**config.mk**
```make
export PLATFORM = sky130hd
export DESIGN_NAME = minv_step_ctrl
export DESIGN_NICKNAME = d
export VERILOG_FILES = /design/src/rtl/minv_pkg.sv /design/src/rtl/minv_iter_cnt.sv /design/src/rtl/minv_step_ctrl.sv
export SDC_FILE = /design/constraint.sdc
export NUM_CORES = 1
export LEC_CHECK = 0
export CORE_UTILIZATION = 45
export DETAILED_ROUTE_END_ITERATION = 10
export PLACE_DENSITY_LB_ADDON = 0.05
export SLEW_MARGIN = 10
export SYNTH_ARGS = -nofsm -noshare
export SYNTH_HDL_FRONTEND = slang
export SYNTH_SLANG_ARGS = --single-unit
```
**constraint.sdc**
```tcl
create_clock -name clk -period 2.8 [get_ports clk]
set_clock_uncertainty 0.15 [all_clocks]
set_input_delay 0.84 -clock clk [delete_from_list [all_inputs] [get_ports clk]]
set_output_delay 0.84 -clock clk [all_outputs]
set_load 0.05 [all_outputs]
```
**src/rtl/minv_pkg.sv**
```systemverilog
// minv_pkg: shared types and constants for the modular-inverse step sequencer.
// Latency: n/a (types and constants only).
// Backpressure: n/a.
package minv_pkg;

  // Default step limit: two passes over a 256-bit operand.
  localparam int DEF_MAX_ITER = 512;

  // Register select encoding for src_sel / dst_sel / minv_flag_in.
  localparam logic SEL_REGX1 = 1'b0;
  localparam logic SEL_REGX2 = 1'b1;

  typedef enum logic [2:0] {
    ST_IDLE   = 3'd0,
    ST_LOAD   = 3'd1,
    ST_STEP   = 3'd2,
    ST_COMMIT = 3'd3,
    ST_ERR    = 3'd4
  } minv_step_state_t;

endpackage

```
**src/rtl/minv_iter_cnt.sv**
```systemverilog
// minv_iter_cnt: iteration counter with synchronous clear and single-step increment.
// Latency: count updates on the edge after clr/inc; limit_hit is decoded from the count.
// Backpressure: none; increments only when the sequencer accepts a step.
// limit_hit exists only when MINV_STEP_CTRL_TIMEOUT_EN is defined; otherwise the count wraps.
module minv_iter_cnt
  import minv_pkg::*;
#(
  parameter int MAX_ITER = DEF_MAX_ITER,
  parameter int CNT_W    = $clog2(MAX_ITER + 1)
) (
  input  logic             clk,
  input  logic             rst_n,
  input  logic             clr,
  input  logic             inc,
`ifdef MINV_STEP_CTRL_TIMEOUT_EN
  output logic             limit_hit,
`endif
  output logic [CNT_W-1:0] iter_cnt
);

  logic [CNT_W-1:0] cnt_q;
  logic [CNT_W-1:0] cnt_d;

  // Next count: clear wins over increment.
  always_comb begin
    cnt_d = cnt_q;
    if (clr) begin
      cnt_d = '0;
    end else if (inc) begin
      cnt_d = cnt_q + CNT_W'(1);
    end
  end

  // Count register.
  always_ff @(posedge clk) begin
    if (!rst_n) begin
      cnt_q <= '0;
    end else begin
      cnt_q <= cnt_d;
    end
  end

  assign iter_cnt = cnt_q;

`ifdef MINV_STEP_CTRL_TIMEOUT_EN
  // True when the step being acknowledged now would be the MAX_ITER-th one.
  assign limit_hit = (({1'b0, cnt_q} + (CNT_W + 1)'(1)) == (CNT_W + 1)'(MAX_ITER));
`endif

endmodule

```
**src/rtl/minv_step_ctrl.sv**
```systemverilog
// minv_step_ctrl: loads operands, paces the iteration unit step by step, ping-pongs regx1/regx2, commits result location.
// Latency: load_we 1 cycle after start, step_req from cycle 2, commit 1 cycle after the last ack.
// Backpressure: step_req held until step_ack; back-to-back acks keep step_req high.
// Optional step-limit timeout (ERR state) enabled by defining MINV_STEP_CTRL_TIMEOUT_EN.
module minv_step_ctrl
  import minv_pkg::*;
#(
  parameter int MAX_ITER = DEF_MAX_ITER,
  parameter int CNT_W    = $clog2(MAX_ITER + 1)
) (
  input  logic             clk,
  input  logic             rst_n,
  input  logic             start,
  input  logic             abort,
  output logic             busy,
  output logic             done,
  output logic             err,
  output logic             load_we,
  output logic             src_sel,
  output logic             dst_sel,
  output logic             step_req,
  input  logic             step_ack,
  input  logic             step_last,
  output logic             minv_flag_we,
  output logic             minv_flag_in,
  output logic [CNT_W-1:0] iter_cnt
);

  minv_step_state_t state_q, state_d;
  logic src_sel_q, src_sel_d;
  logic err_q, err_d;
  logic flag_in_q, flag_in_d;
  logic busy_q, load_we_q, step_req_q, flag_we_q, done_q;
  logic cnt_clr, cnt_inc;
`ifdef MINV_STEP_CTRL_TIMEOUT_EN
  logic limit_hit;
`endif

  minv_iter_cnt #(
    .MAX_ITER (MAX_ITER),
    .CNT_W    (CNT_W)
  ) u_iter_cnt (
    .clk       (clk),
    .rst_n     (rst_n),
    .clr       (cnt_clr),
    .inc       (cnt_inc),
`ifdef MINV_STEP_CTRL_TIMEOUT_EN
    .limit_hit (limit_hit),
`endif
    .iter_cnt  (iter_cnt)
  );

  // Next-state logic; abort outranks step_ack so an aborted step never commits or counts.
  always_comb begin
    state_d   = state_q;
    src_sel_d = src_sel_q;
    err_d     = err_q;
    flag_in_d = 1'b0;
    cnt_clr   = 1'b0;
    cnt_inc   = 1'b0;
    case (state_q)
      ST_IDLE: begin
        if (start) begin
          state_d   = ST_LOAD;
          err_d     = 1'b0;
          src_sel_d = SEL_REGX1;
          cnt_clr   = 1'b1;
        end
      end
      ST_LOAD: begin
        state_d = abort ? ST_IDLE : ST_STEP;
      end
      ST_STEP: begin
        if (abort) begin
          state_d = ST_IDLE;
        end else if (step_ack) begin
          cnt_inc   = 1'b1;
          src_sel_d = ~src_sel_q;
          if (step_last) begin
            // The register just written (old dst) holds the result.
            state_d   = ST_COMMIT;
            flag_in_d = ~src_sel_q;
`ifdef MINV_STEP_CTRL_TIMEOUT_EN
          end else if (limit_hit) begin
            state_d = ST_ERR;
            err_d   = 1'b1;
`endif
          end
        end
      end
      ST_COMMIT: begin
        state_d = ST_IDLE;
      end
`ifdef MINV_STEP_CTRL_TIMEOUT_EN
      ST_ERR: begin
        state_d = ST_IDLE;
      end
`endif
      default: begin
        state_d = ST_IDLE;
      end
    endcase
  end

  // State and registered outputs, all derived from the next state.
  always_ff @(posedge clk) begin
    if (!rst_n) begin
      state_q    <= ST_IDLE;
      src_sel_q  <= SEL_REGX1;
      err_q      <= 1'b0;
      flag_in_q  <= 1'b0;
      busy_q     <= 1'b0;
      load_we_q  <= 1'b0;
      step_req_q <= 1'b0;
      flag_we_q  <= 1'b0;
      done_q     <= 1'b0;
    end else begin
      state_q    <= state_d;
      src_sel_q  <= src_sel_d;
      err_q      <= err_d;
      flag_in_q  <= flag_in_d;
      busy_q     <= (state_d != ST_IDLE);
      load_we_q  <= (state_d == ST_LOAD);
      step_req_q <= (state_d == ST_STEP);
      flag_we_q  <= (state_d == ST_COMMIT);
      done_q     <= (state_d == ST_COMMIT) || (state_d == ST_ERR);
    end
  end

  assign busy         = busy_q;
  assign done         = done_q;
  assign err          = err_q;
  assign load_we      = load_we_q;
  assign src_sel      = src_sel_q;
  assign dst_sel      = ~src_sel_q;
  assign step_req     = step_req_q;
  assign minv_flag_we = flag_we_q;
  assign minv_flag_in = flag_in_q;

endmodule

```
* Word level (Yosys, flattened, before mapping)
Cells that the tools add are included.
** Storage, ports and cells
- Logic and storage cells :: 46
- Register bits after elaboration :: 20
- Input port bits :: 6
- Output and inout bits :: 19
** Operators by class
- Equal/unequal tests :: 9
- Reduce and logical (&&, ||, !) cells :: 7
- Mux-type cells :: 15
- Bitwise gates (word level) :: 5
- $add $sub $neg :: 1
** Operators by type and width (count)
- $mux 3 :: 4
- $add 10x1->10 const B :: 1
- $eq 3x2->1 const B :: 3
- $pmux 3 s3 :: 1
- $mux 1 :: 8
- $eq 3x1->1 const B :: 2
- $ne 2x2->1 const B :: 3
- $not 1->1 :: 5
- $reduce_or 5->1 :: 1
- $reduce_and 4->1 :: 1
- $eq 3x3->1 const B :: 1
- $logic_not 3->1 :: 1
- $reduce_bool 3->1 :: 1
- $mux 2 :: 1
- $pmux 1 s2 :: 1
- $reduce_bool 2->1 :: 1
- $reduce_or 2->1 :: 1
- $logic_or 1x1->1 :: 1

* Depth between registers and ports, before layout
- Depth in word-level cells :: 6
- Depth in mapped cells :: 5
- Gate-level depth less buffers :: 4

* Cells and area by module
A second synthesis with hierarchy kept.
** Unflattened totals
- Cells, all modules :: 84
- Area total of the unflattened synthesis :: 858.3 µm²
** By module, submodules not included
- minv_iter_cnt :: times used 1, area an instance 462.9 µm², seq. area each 200.2 µm², cells an instance 50
- minv_step_ctrl :: times used 1, area an instance 395.4 µm², seq. area each 200.2 µm², cells an instance 34

* Worst setup path after synthesis
No wires, ideal clock.
- Kind :: input -> register
- Start point :: input port abort
- End point :: register u_iter_cnt.cnt_q[9] (netlist: u_iter_cnt.iter_cnt[9])
- Setup time :: 0.072 ns
- Path buffers :: 2
- Stages :: 5
- Data required time :: 2.578 ns
- Setup slack :: 0.501 ns
- Arrival time :: 2.078 ns
- Cells stage by stage :: or4b_1 -> buf_2 -> buf_2 -> nor4_2 -> mux2i_1
** Between the ends
- Longest elaborated chain between the ends :: 2
** RTL lines
- start, declared :: line minv_step_ctrl.sv:14 : input logic abort,
- $mux 1 :: line minv_step_ctrl.sv:74 : if (abort) begin
- $mux 1 :: line minv_step_ctrl.sv:61 : case (state_q)
- end signal, assigned :: line minv_iter_cnt.sv:39 : cnt_q <= cnt_d;
- end, declared :: line minv_iter_cnt.sv:21 : logic [CNT_W-1:0] cnt_q;
No other way between the ends.
A chain may end at the register's enable or synchronous reset.

* Final worst setup path
- Start point :: register u_iter_cnt.cnt_q[0] (netlist: u_iter_cnt.iter_cnt[0])
- End point :: output port iter_cnt[0]
** RTL lines
- end, declared :: line minv_step_ctrl.sv:26 : output logic [CNT_W-1:0] iter_cnt
No word-level cell between the ends.

==> results.py <==
metrics = {
    "drt": {
        "vias": 799,
        "post_drt_wl_per_cell_microns": 12.8,
        "drc_errors": 0,
        "drtAntennaViolNets": 0,
        "firstDrtPassIters": 4,
        "viasPerCell": 5.36,
        "drt_iter0_drc": 13,
        "routed_wl_microns": 1900,
    },
    "cts": {
        "cts_made_buffers": 3,
        "cts_hold_buffers": 0,
        "cts_root_buf": "clkbuf_4",
        "cts.clk_slew.worst_paths_ns": 0.12,
        "clock_latency_ns": 0.30,
        "cts_resized": 0,
        "clockBufferDepth": 2,
        "cts_tree": "yes",
        "clkSinkCount": 20,
        "postCtsSetupRepairBufs": 0,
        "cts_max_level": 1,
    },
    "pwr": {
        "p_leak_nw": 0.393,
        "switchingPower_uw": 117,
        "powerDensity_mw_per_mm2": 428,
        "clkPwrFrac": 0.336,
        "power_uw": 502,
        "combPwrFrac": 0.085,
        "vdd_drop_max_mv": 0.310,
        "seqPwrFrac": 0.579,
        "power.internal_uw": 385,
        "p_sw_frac": 0.232,
    },
    "grt": {
        "grt_overflow": 0,
        "grt_pass1_wl_microns": 2860,
        "use_met2": 0.306,
        "grt_use_total": 0.193,
        "met3_usage": 0.0437,
        "grt_max_degree": 19,
        "met1_usage": 0.239,
        "antenna_found_initial": 0,
        "top_usage_layer": "met2",
        "grt_pass1_vias": 668,
    },
    "critical_path": {
        "critical_path.top_delay_family": "buffers and inverters",
        "crit_fanout": 7,
        "path_class": "reg2out",
        "crit_chain": "clkdlybuf4s50_1",
        "crit_path_end_kind": "primary output",
        "crit_path_max_incr_delay_ns": 0.85,
        "cp_data_required_time_ns": 1.81,
        "crit_buf_inv": 1,
        "critPathSlowestCell": "clkdlybuf4s50_1",
        "start_kind": "flop",
        "critPathArrivalTime_ns": 1.62,
    },
    "cells_and_area": {
        "layout.cells.non_filler": 149,
        "final_cell_area_sq_mm": 0.00117,
        "synthToLayoutAreaGrowth_pct": 36.5,
        "drive_gt1_frac": 0.0887,
        "diodes": 0,
        "fin_nets": 132,
    },
    "floorplan": {
        "rows": 15,
        "core_area_sq_mm": 0.00176,
        "die_h_microns": 45.7,
        "die_area_sq_mm": 0.00209,
        "ios": 25,
        "die_w_microns": 45.7,
        "initial_core_util": 0.487,
    },
    "synthesis": {
        "netlist_area_sq_um": 860,
        "synth_edf_count": 0,
        "synth-warning-count": 0,
        "synth-seq-cells": 20,
        "yosysTopAreaCellShare": 0.466,
        "synthTopCellsByArea": "dfxtp_1 47%, a21oi_1 6.4%, o31ai_1 6.1%, or4_1 5.2%, nand4_1 3.6%",
        "syn_area_per_cell_sq_um": 8.95,
        "synth.distinct_cells": 28,
        "async_reset_ff_frac": 0,
        "synth-main-ff-cell": "dfxtp_1",
        "yosysMostFrequentCell": "dfxtp_1",
        "synth_common_cells": "20 x dfxtp_1, 11 x a21oi_1, 7 x o31ai_1",
        "yosysSeqAreaShare": 0.466,
        "yosysTopAreaCell": "dfxtp_1",
        "synth_cells": 96,
    },
    "placement": {
        "dp.cells": 145,
        "gp_congestion": 0.752,
        "io_buffers": 23,
        "placed_area_sq_mm": 0.00114,
        "dpl.hpwl_microns": 1360,
    },
    "sta": {
        "period_share": 0.931,
        "slew_viol_final": 0,
        "fmax_mhz": 384,
        "finalHoldViolations": 0,
        "setup_viol": 0,
        "finalCriticalPeriod_ns": 2.61,
        "whs_ns": 0.350,
        "rsz0062_at_grt": "no",
    },
    "status": {
        "status": "finished, final reports clean",
    },
    "run": {
        "maxCapViolations": 0,
    },
    "hold_path": {
        "hold_class": "reg2reg",
    },
}
## cell families after synthesis
logic type / synth area share
flops: 0.466
compound gates: 0.162
fa+ha+maj: 0.0146
other cells: 0.00436
mux: 0.0233
buf+inv: 0.0466
simple gates: 0.274
xor+xnor: 0.0102
## per-layer routing
layer / share of wire / up-vias / routed length [microns]
met1: 0.48 / 373 / 904
met3: 0.031 / 2 / 58
li1: - / 412 / -
met5: 0 / - / 0
met4: 0.0084 / 0 / 16
met2: 0.48 / 12 / 921
## layout make-up
type,instances,area [sq um]
fill,172,591
multi-input combinational,68,423
sequential,20,400
timing repair buffer,28,268
clock buffer,4,36.3
tap,25,31.3
inverter,4,15.0
## stage by stage
| step | setup TNS (ns) | util | setup WS [ns] |
|---|---|---|---|
| 2_1_floorplan | 0 | - | 0.501 |
| 3_3_place_gp | 0 | 0.645 | 0.00906 |
| 3_5_place_dp | -0.122 | 0.645 | -0.0752 |
| 4_1_cts | 0 | 0.665 | 0.190 |
| 5_1_grt | 0 | 0.665 | 0.136 |
| 6_report | 0 | 0.665 | 0.193 |
## sequential cells by signal, summed over array words and instances (netlist names)
register,count
done,1
state_q,3
busy,1
src_sel,1
minv_flag_we,1
minv_flag_in,1
u_iter_cnt.iter_cnt,10
step_req,1
load_we,1
## power groups by stage
stage	Sequential [mW]	Combinational (mW)	Clock, mW
after detailed placement	0.297	0.0423	0
after floorplan	0.301	0.0195	0
after global routing	0.291	0.0463	0.187
final	0.291	0.0425	0.169
after global placement	0.297	0.0420	0
after CTS	0.291	0.0426	0.175
## placed cells by master, fill, tap and decap left out, drive strengths merged
cell type	count
inv	4
nand4	5
nand3b	1
nand3	3
nand2	6
mux2i	2
clkbuf	4
nor4b	1
o31ai	7
ha	1
o21ai	3
clkdlybuf4s50	23
conb	2
o311ai	1
a21oi	11
or4b	2
dfxtp	20
nor2	5
xnor2	1
a21o	1
nand2b	4
nor4	1
and2	1
nor3	2
buf	5
or4	6
or3	2
## path summary, 6_finish.rpt
path                                       startpoint                                   to  slack, ns  depth (start not counted)
hold reg to reg   u_iter_cnt.iter_cnt[9]$_SDFFE_PP0P_  u_iter_cnt.iter_cnt[9]$_SDFFE_PP0P_       0.35                          2
setup / recovery  u_iter_cnt.iter_cnt[0]$_SDFFE_PP0P_                          iter_cnt[0]       0.19                          1
setup reg to reg                state_q[0]$_SDFF_PN0_  u_iter_cnt.iter_cnt[6]$_SDFFE_PP0P_       0.76                          4
hold / removal    u_iter_cnt.iter_cnt[9]$_SDFFE_PP0P_  u_iter_cnt.iter_cnt[9]$_SDFFE_PP0P_       0.35                          2
(Power assumes the default switching activity.)
